===== config.mk =====
export PLATFORM = sky130hd
export DESIGN_NAME = approx_mult_scheduler
export DESIGN_NICKNAME = d
export VERILOG_FILES = /design/src/rtl/approx_mult_scheduler.sv
export SDC_FILE = /design/constraint.sdc
export NUM_CORES = 1
export LEC_CHECK = 0
export ABC_CLOCK_PERIOD_IN_PS = 5100
export CAP_MARGIN = 20
export CELL_PAD_IN_SITES_DETAIL_PLACEMENT = 0
export CELL_PAD_IN_SITES_GLOBAL_PLACEMENT = 1
export CORE_ASPECT_RATIO = 1.75
export CORE_UTILIZATION = 32
export CTS_BUF_LIST = sky130_fd_sc_hd__clkbuf_2 sky130_fd_sc_hd__clkbuf_4 sky130_fd_sc_hd__clkbuf_8
export DETAILED_ROUTE_END_ITERATION = 7
export HOLD_SLACK_MARGIN = 0.15
export PLACE_DENSITY_LB_ADDON = 0.1
export SKIP_CTS_REPAIR_TIMING = 1
export SYNTH_ARGS = -nofsm -noshare
export SYNTH_HDL_FRONTEND = slang
export SYNTH_SLANG_ARGS = --single-unit

===== constraint.sdc =====
create_clock -name clk -period 5.1 [get_ports clk]
set_input_delay 1.02 -clock clk [delete_from_list [all_inputs] [get_ports clk]]
set_output_delay 1.02 -clock clk [all_outputs]
set_load 0.05 [all_outputs]

===== src/rtl/approx_mult_scheduler.sv =====
// Purpose: round-robin arbiter sharing one approximate multiplier core across n_requesters clients, with a Done watchdog.
// Latency: request to done_out is (core latency)+2 cycles; a timed-out operation responds in cycle timeout+2 with err_out set.
// Backpressure: clients hold req until gnt; the core is never restarted until Done or watchdog abort, and req is not sampled outside IDLE.
module approx_mult_scheduler #(
  parameter int n_requesters = 4,
  parameter int n_input      = 16,
  parameter int timeout      = 64
) (
  input  logic                            clk,
  input  logic                            rst,
  input  logic [n_requesters-1:0]         req,
  input  logic [n_requesters*n_input-1:0] a_in,
  input  logic [n_requesters*n_input-1:0] b_in,
  output logic [n_requesters-1:0]         gnt,
  output logic [n_requesters-1:0]         done_out,
  output logic                            err_out,
  output logic [2*n_input-1:0]            result,
  output logic                            busy,
  output logic                            mul_start,
  output logic [n_input-1:0]              mul_a,
  output logic [n_input-1:0]              mul_b,
  input  logic                            mul_done,
  input  logic [2*n_input-1:0]            mul_product
);

  localparam int PW = $clog2(n_requesters);
  localparam int CW = $clog2(timeout + 1);
  // Counter value in the last WAIT cycle before the watchdog fires
  localparam logic [CW-1:0] CNT_LAST = CW'(timeout - 1);
  localparam logic [CW-1:0] CNT_MAX  = CW'(timeout);
  localparam logic [PW-1:0] SEL_LAST = PW'(n_requesters - 1);

  typedef enum logic [1:0] {IDLE, ISSUE, WAIT, RESP} state_t;

  state_t                    state_q, state_d;
  logic [PW-1:0]             ptr_q, ptr_d;
  logic [PW-1:0]             sel_q, sel_d;
  logic [CW-1:0]             cnt_q, cnt_d;
  logic [n_input-1:0]        opa_q, opa_d;
  logic [n_input-1:0]        opb_q, opb_d;
  logic [n_requesters-1:0]   gnt_q, gnt_d;
  logic [n_requesters-1:0]   done_q, done_d;
  logic                      err_q, err_d;
  logic [2*n_input-1:0]      result_q, result_d;
  logic                      busy_q, busy_d;
  logic                      start_q, start_d;

  logic                      win_found;
  logic [PW-1:0]             win_idx;

  // Round-robin pick: first requesting client at or after ptr, wrapping
  always_comb begin
    win_found = 1'b0;
    win_idx   = '0;
    for (int i = 0; i < n_requesters; i++) begin
      if (!win_found && req[(int'(ptr_q) + i) % n_requesters]) begin
        win_found = 1'b1;
        win_idx   = PW'((int'(ptr_q) + i) % n_requesters);
      end
    end
  end

  // Next-state and next-output logic; outputs are computed one cycle ahead so every port is a flop
  always_comb begin
    state_d  = state_q;
    ptr_d    = ptr_q;
    sel_d    = sel_q;
    cnt_d    = cnt_q;
    opa_d    = opa_q;
    opb_d    = opb_q;
    result_d = result_q;
    gnt_d    = '0;
    done_d   = '0;
    err_d    = 1'b0;
    start_d  = 1'b0;
    case (state_q)
      IDLE: begin
        // mul_done is ignored here, so a Done from an abandoned operation has no effect
        if (win_found) begin
          state_d        = ISSUE;
          sel_d          = win_idx;
          opa_d          = a_in[int'(win_idx)*n_input +: n_input];
          opb_d          = b_in[int'(win_idx)*n_input +: n_input];
          gnt_d[win_idx] = 1'b1;
          start_d        = 1'b1;
        end
      end
      ISSUE: begin
        state_d = WAIT;
        cnt_d   = '0;
      end
      WAIT: begin
        cnt_d = (cnt_q == CNT_MAX) ? cnt_q : cnt_q + 1'b1;
        // Done takes priority over a watchdog expiry in the same cycle
        if (mul_done) begin
          state_d       = RESP;
          result_d      = mul_product;
          done_d[sel_q] = 1'b1;
          err_d         = 1'b0;
        end else if (cnt_q >= CNT_LAST) begin
          state_d       = RESP;
          result_d      = '0;
          done_d[sel_q] = 1'b1;
          err_d         = 1'b1;
        end
      end
      RESP: begin
        state_d = IDLE;
        ptr_d   = (sel_q == SEL_LAST) ? '0 : sel_q + 1'b1;
      end
      default: state_d = IDLE;
    endcase
    busy_d = (state_d != IDLE);
  end

  // State and output registers, cleared asynchronously so outputs drop the moment rst rises
  always_ff @(posedge clk or posedge rst) begin
    if (rst) begin
      state_q  <= IDLE;
      ptr_q    <= '0;
      sel_q    <= '0;
      cnt_q    <= '0;
      opa_q    <= '0;
      opb_q    <= '0;
      gnt_q    <= '0;
      done_q   <= '0;
      err_q    <= 1'b0;
      result_q <= '0;
      busy_q   <= 1'b0;
      start_q  <= 1'b0;
    end else begin
      state_q  <= state_d;
      ptr_q    <= ptr_d;
      sel_q    <= sel_d;
      cnt_q    <= cnt_d;
      opa_q    <= opa_d;
      opb_q    <= opb_d;
      gnt_q    <= gnt_d;
      done_q   <= done_d;
      err_q    <= err_d;
      result_q <= result_d;
      busy_q   <= busy_d;
      start_q  <= start_d;
    end
  end

  assign gnt       = gnt_q;
  assign done_out  = done_q;
  assign err_out   = err_q;
  assign result    = result_q;
  assign busy      = busy_q;
  assign mul_start = start_q;
  assign mul_a     = opa_q;
  assign mul_b     = opb_q;

endmodule


=== Yosys cells after proc, flatten, opt, wreduce, memory -nomap -nowiden ===
Cells that the tools add are included.

* $add $sub $neg: 5
* $lt $le $gt $ge: 9
* Eq/ne operators: 6
* Shifts and indexed selects: 2
* Multiplexer cells: 42
* Bitwise gates (word level): 3
* Reductions and logical operators: 18

{| class="wikitable"
|+ Operators with widths
! cell !! count
|-
| 64-bit by 7-bit variable part select with 16-bit output || 2
|-
| 32-bit 2-to-1 mux || 2
|-
| 4-bit 2-to-1 mux || 5
|-
| 1-bit 2-to-1 mux || 18
|-
| 2-bit 2-to-1 mux || 8
|-
| 7-bit case mux with 2 select lines || 1
|-
| 3-bit by 4-bit less-than comparator with 1-bit output, second input constant || 3
|-
| 2-bit by 3-bit less-than comparator with 1-bit output, second input constant || 3
|-
| 1-bit binary-select mux with 2-bit select || 4
|-
| 2-bit case mux with 4 select lines || 1
|-
| 7-bit by 1-bit adder with 7-bit output, second input constant || 1
|-
| 7-bit equality test, second input constant || 1
|-
| 7-bit by 6-bit greater-or-equal comparator with 1-bit output, second input constant || 1
|-
| 7-bit 2-to-1 mux || 1
|-
| 2-bit equality test, second input constant || 3
|-
| 2-bit AND reduction || 3
|-
| 2-bit nonzero test || 3
|-
| 2-bit OR reduction || 3
|-
| 1-bit logical AND || 5
|-
| 2-bit by 1-bit adder with 2-bit output, second input constant || 2
|-
| 2-bit adder, second input constant || 2
|-
| 1-bit demux with 2-bit select || 2
|-
| 2-bit by 1-bit greater-or-equal comparator with 1-bit output, second input constant || 2
|-
| 1-bit bitwise AND, first input constant || 3
|-
| 4 further kinds || 6
|}

* Register bits: 88
* Input port bits: 167
* Output and inout port bits: 75
* Logic and storage cells: 97

=== Logic depth before layout (Yosys ltp) ===
Gate-level depths: netlist of the first run.

* Depth after elaboration: 20
* Gate-level depth with buffers: 7

=== Worst setup path before layout of the first run ===
Ideal clock, no wire load.

* Path type: in2reg
* From: input req[0]
* To: register opa_q[0], in the netlist mul_a[0]
* Arrival time: 2094 ps
* Data required time: 4970 ps
* Slack: 2876 ps
* Cell stages on the path: 6
* Path through: or4_4 > nand2_2 > inv_2 > clkbuf_1 > nor2_1 > a31oi_1

* Longest elaborated chain between the ends: 13
* Elaborated cells between the ends (all ways): 27
* Classes of those cells: shift (1); mux (19); reduce/logical (7)

{| class="wikitable"
|+ RTL lines
! item !! RTL line !! RTL
|-
| start: declaration || 11 || <nowiki>input logic [n_requesters-1:0] req,</nowiki>
|-
| 1-bit binary-select mux with 2-bit select || 56 || <nowiki>if (!win_found && req[(int'(ptr_q) + i) % n_requesters]) begin</nowiki>
|-
| 1-bit 2-to-1 mux (implied by the code) || 56 ||
|-
| 1-bit 2-to-1 mux || 56 ||
|-
| 1-bit logical NOT || 56 ||
|-
| 1-bit logical AND || 56 ||
|-
| 1-bit 2-to-1 mux || 56 ||
|-
| 1-bit logical NOT || 56 ||
|-
| 1-bit logical AND || 56 ||
|-
| 1-bit 2-to-1 mux || 56 ||
|-
| 1-bit logical NOT || 56 ||
|-
| 1-bit logical AND || 56 ||
|-
| 2-bit 2-to-1 mux / 1-bit 2-to-1 mux (equally long branches) || 56 ||
|-
| 64-bit by 7-bit variable part select with 16-bit output / 2-bit AND reduction (equally long branches) || -- ||
|-
| end signal: assignment || 136 || <nowiki>opa_q <= opa_d;</nowiki>
|-
| end: declaration || 39 || <nowiki>logic [n_input-1:0] opa_q, opa_d;</nowiki>
|}

Several ways; a longest one is shown, not always the timed one. The select of a mux whose other input is x is not followed.
A chain may end at the register's enable or synchronous reset.

=== Worst setup path after layout of the first run ===
* From: input req[3]
* To: register sel_q[1]

* Longest elaborated chain between the ends: 13
* Elaborated cells between the ends (all ways): 26
* Classes of those cells: mux (19); reduce/logical (7)

{| class="wikitable"
|+ RTL lines
! item !! RTL line !! RTL
|-
| 1-bit binary-select mux with 2-bit select || 56 ||
|-
| 1-bit 2-to-1 mux (implied by the code) || 56 ||
|-
| 1-bit 2-to-1 mux || 56 ||
|-
| 1-bit logical NOT || 56 ||
|-
| 1-bit logical AND || 56 ||
|-
| 1-bit 2-to-1 mux || 56 ||
|-
| 1-bit logical NOT || 56 ||
|-
| 1-bit logical AND || 56 ||
|-
| 1-bit 2-to-1 mux || 56 ||
|-
| 1-bit logical NOT || 56 ||
|-
| 1-bit logical AND || 56 ||
|-
| 1-bit 2-to-1 mux || 56 ||
|-
| 2-bit AND reduction (no source line) || -- ||
|-
| end signal: assignment || 134 || <nowiki>sel_q <= sel_d;</nowiki>
|-
| end: declaration || 37 || <nowiki>logic [PW-1:0] sel_q, sel_d;</nowiki>
|}

Several ways; a longest one is shown, not always the timed one. The select of a mux whose other input is x is not followed.

==> metrics, run 1 <==
status=complete, no violations; most frequent cells in the layout=237 x clkdlybuf4s50_1, 102 x nand2_1, 88 x dfrtp_1; R2R depth=5; Max-Cap Viols=0; total die area=0.0160 mm²; RePlAce Congestion=0.849; Die Width=96.1 µm; Pwr Density=604 mW/mm²; Seq cells post-synth=88; worst hold path type=reg2reg; clock slew at reported path FFs=0.10 ns; setup TNS=0 ns; final setup margin=1.83 ns; Leak Pwr=3.08 nW; EDFF count, synth=0; worst rel slew slack=32.3%; overall power=4.62 mW; VDD IR max=0.000281 V; async set or reset register ratio after synthesis=100%; RR Startpoint=state_q[0]; grt ovf=0; final period utilization=64.2%; Final ANT Viol Nets=0; I/O Pins=242; number of global-route vias before repair=5403; CP max stage delay=0.61 ns; hold path depth=1; RSZ-0062 raised after global routing=false; Netlist Area Pre-Place=0.00495 mm²; GRT Total Usage=22.4%; warnings from Yosys=0; vias=5303; Max stage delay cell, worst path=or4_4; largest net degree at the start of global routing=53; f_max=305 MHz; pre-CTS setup slack=1.45 ns; Max Slew Vio Count=0; antenna fix cells=0; Syn Nets=750; Startpoint Class=input port; DRC viols=0; ys flop type=dfrtp_1; Tmin final=3.27 ns; WHS Endpoint=result[26]; instance count of the mapped netlist=573; Root Driver=clkbuf_8; wire length per cell after detailed routing=18.5 µm; Vert. Die Dim=167 µm; Max Buffers Root-to-Sink=2; Tightest Pin Transition=1.01 ns; Avg Cell Area, Syn=8.65 µm²; CTS tree=yes; post-synth cell types=46; post-synthesis sequential area ratio=44.4%; initial antenna violation count=0; kind of end point of the critical path=flip-flop; Core ar.=0.0150 mm²; nets@finish=950; CP cell instances=buf_2 -> or4_4 -> nand2_2 -> inv_2 -> mux2_2; PortBufs=241; R2R Setup Slk=2.57 ns; number of DRC markers in iteration 0=338; Sink Count=88; final setup fails=0; WP data required=5.35 ns; htree depth=3; final wirelength=17800 µm; vias per cell=5.52; Max Fanout on Critical Path=42; HP Start=result[26]; Initial Utilization=33.1%; endpoints failing hold=0; most common library cell in the layout ignoring fill and taps=clkdlybuf4s50_1; first-pass GRT wire length=27600 µm; total CTS buffers=9; worst-skew pair later-pin latency=0.36 ns; cell row count=59; Layout area overhead=54.4%; Pre-antenna DRT Iters=5; Worst Skew=0.0140 ns; Crit Path Class=in2reg; Detail Placement HPWL=12500 µm; crit path DAT=3.53 ns; layout cells sized above 1=5.27%; r2r endpoint=sel_q[1]
## flip-flops by register name, indices dropped and copies added (netlist names), 2 cells and up
register  cells
sel_q         2
mul_b        16
done_out      4
state_q       2
cnt_q         7
result       32
ptr_q         2
mul_a        16
gnt           4
## cell families after synthesis
logic type,count (synthesis),synth area share (%)
flip-flops,88,44.4
AO/OA/AOI/OAI,189,25.8
XOR/XNOR,1,0.177
buffers and inverters,76,7.02
multiplexers,5,1.09
AND/OR/NAND/NOR,204,18.9
adder cells (fa/ha/maj),10,2.53
## how the worst max path moves through the flow
stage / slack, ns / cells after the start / end / start
6_report: 1.83 / 5 / sel_q[1] / req[3]
5_1_grt: 1.70 / 5 / sel_q[1] / req[3]
4_1_cts: 1.84 / 5 / sel_q[1] / req[3]
3_5_place_dp: 1.45 / 5 / sel_q[1] / req[3]
3_3_place_gp: 1.51 / 5 / sel_q[1] / req[3]
2_1_floorplan: 1.80 / 1 / busy / rst
## power breakdown
group	internal (mW)	switching (mW)
clock	0.196	0.273
combinational	1.05	1.89
sequential	1.01	0.201
total	2.26	2.37
## critical path: cells and delay by family
kind,cells,cell delay [ns]
multiplexers,1,0.40
AND/OR/NAND/NOR,2,1.19
buffers and inverters,2,0.87
## area by class of cell
| cell class | instances | area, µm² |
|---|---|---|
| Fill cell | 1441 | 7330 |
| Timing Repair Buffer | 250 | 2530 |
| Inverter | 15 | 58.8 |
| Sequential cell | 88 | 2200 |
| Tap cell | 183 | 229 |
| Multi-Input combinational cell | 409 | 2440 |
| Clock inverter | 6 | 50.0 |
| Clock buffer | 10 | 138 |
## routing by layer
| layer | wire length (µm) | track usage [%] | up-vias |
|---|---|---|---|
| li1 | - | - | 2504 |
| met1 | 6750 | 25.8 | 2499 |
| met2 | 9050 | 38.3 | 261 |
| met3 | 1260 | 3.61 | 39 |
| met4 | 729 | 12.5 | 0 |
| met5 | 0 | 0 | - |
## cells in the mapped netlist (4+ instances only)
library cell | count | area share, %
buf_4 | 4 | 0.61
inv_1 | 14 | 1.1
nand2_1 | 102 | 7.7
a211oi_1 | 33 | 5.0
nand2b_1 | 7 | 0.88
nor2_1 | 41 | 3.1
o21ai_0 | 6 | 0.61
dfrtp_1 | 88 | 44
a21oi_1 | 37 | 3.7
and4_1 | 4 | 0.71
a22o_1 | 34 | 6.0
buf_2 | 20 | 2.0
clkbuf_1 | 34 | 2.6
nand4_1 | 32 | 4.0
ha_1 | 10 | 2.5
a31oi_1 | 65 | 8.2
## stage by stage
stage / hold slack [ns] / util, % / instances / area, µm²
final: 0.513 / 51.1 / 961 / 7650
after global routing: 0.532 / 51.1 / 961 / 7650
after CTS: 0.517 / 50.5 / 957 / 7570
after detailed placement: 0.490 / 49.2 / 941 / 7380
after global placement: 0.489 / 49.1 / 940 / 7350
after floorplan: 0.479 / - / 573 / 4950
Power figures use the tool's default switching activity.
==> run 2, diff against run 1 <==
- ABC_CLOCK_PERIOD_IN_PS: 5100 -> 3190
- CORE_UTILIZATION: 32 -> 30
- clock period: 5.1 -> 3.19 ns (I/O delays scaled with it)
==> run 2 against run 1 <==
Against the previous run: sequential cell count is the same; global-route usage is 0.89 points lower; clock skew grew 0.0025 ns; sequential share of layout area is 0.10 points lower; design area up 0.36%; critical path type unchanged; critical endpoint unchanged.
==> metrics, run 2 (synthesized netlist as in run 1, its figures left out) <==
status=complete, no violations; first-pass GRT wire length=28500 µm (+3.5%); VDD IR max=0.000427 V (+52%); grt ovf=0 (unchanged); Crit Path Class=in2reg; Max Slew Vio Count=0 (unchanged); I/O Pins=242 (unchanged); Tmin final=2.32 ns; CTS tree=yes; final setup fails=0 (unchanged); worst rel slew slack=36.6% (+4.3 points); Max Fanout on Critical Path=35 (-17%); worst hold path type=reg2reg; final period utilization=72.9%; nets@finish=956 (+0.63%); f_max=430 MHz; crit path DAT=2.58 ns (-0.95 ns); worst-skew pair later-pin latency=0.37 ns (about the same); Layout area overhead=55.0%; wire length per cell after detailed routing=19.1 µm (+3.0%); largest net degree at the start of global routing=55 (+3.8%); WP data required=3.44 ns (-1.91 ns); setup TNS=0 ns (unchanged); Pre-antenna DRT Iters=4 (-1); htree depth=3 (unchanged); cell row count=61 (+3.4%); Die Width=99.1 µm (+3.2%); clock slew at reported path FFs=0.09 ns (about the same); most frequent cells in the layout=237 x clkdlybuf4s50_1, 102 x nand2_1, 88 x dfrtp_1; kind of end point of the critical path=flip-flop; Leak Pwr=3.11 nW (+0.87%); final wirelength=18600 µm (+4.5%); R2R depth=5 (unchanged); Max Buffers Root-to-Sink=2 (unchanged); Final ANT Viol Nets=0 (unchanged); RSZ-0062 raised after global routing=false; Core ar.=0.0160 mm² (+7.0%); DRC viols=0 (unchanged); layout cells sized above 1=6.12% (+0.85 points); GRT Total Usage=21.5% (-0.89 points); PortBufs=241 (unchanged); Pwr Density=971 mW/mm² (+61%); overall power=7.46 mW (+61%); number of DRC markers in iteration 0=254 (-25%); total CTS buffers=9 (unchanged); Startpoint Class=input port; Root Driver=clkbuf_8; Detail Placement HPWL=13400 µm (+7.1%); Worst Skew=0.0165 ns (+0.00255 ns); number of global-route vias before repair=5644 (+4.5%); hold path depth=1 (unchanged); Tightest Pin Transition=0.948 ns (-0.0639 ns); Max-Cap Viols=0 (unchanged); total die area=0.0171 mm² (+6.6%); Vert. Die Dim=172 µm (+3.2%); RePlAce Congestion=0.870 (+2.4%); initial antenna violation count=0 (unchanged); most common library cell in the layout ignoring fill and taps=clkdlybuf4s50_1; Initial Utilization=30.9% (-2.2 points); vias per cell=5.55 (+0.55%); vias=5410 (+2.0%); Sink Count=88 (unchanged); endpoints failing hold=0 (unchanged); max reg flops=32 (unchanged)
[run 2: cell type report]
type                       count  area (µm²)
multi-input combinational    409        2440
inverter                      15        58.8
sequential                    88        2200
antenna                        2        5.00
clock inverter                 4        52.6
clock buffer                  12         159
fill                        1558        8350
tap                          189         236
timing repair buffer         256        2520
[run 2: stage by stage]
stage                     hold WS [ns]  setup WS (ns)  util, %  cell area [µm²]  cells
after floorplan                  0.479          0.273        -             4950    573
after global placement           0.487          0.425     46.5             7450    956
after detailed placement         0.491          0.362     46.5             7450    956
after CTS                        0.515          0.754     47.8             7660    972
after global routing             0.525          0.744     47.9             7670    973
final                            0.507          0.866     47.9             7680    975
[run 2: metal layers]
| layer | global-route usage (%) | part of all wire [%] |
|---|---|---|
| met4 | 12.5 | 3.5 |
| met3 | 3.31 | 6.3 |
| met2 | 38.9 | 52 |
| met5 | 0 | 0 |
| met1 | 23.8 | 38 |
[run 2: final timing paths]
path | start | endpoint | slack [ns]
worst min-delay path | result[4] | result[4] | 0.51
max in group asynchronous | rst | mul_b[0] | 1.78
min in group asynchronous | rst | mul_a[14] | 0.77
worst max register to register | ptr_q[1] | mul_a[15] | 0.94
worst min register to register | result[4] | result[4] | 0.51
worst max-delay path | req[0] | sel_q[1] | 0.87
[run 2: where the power goes]
part | switching [mW] | internal [mW]
Sequential | 0.336 | 1.61
Combinational | 3.05 | 1.63
Clock | 0.410 | 0.416
[run 2: worst max-delay path, cell delays in order]
cell and delay (ns):
buf_2 0.24, or4_4 0.59, nand2_2 0.33, inv_2 0.39, mux2_2 0.38
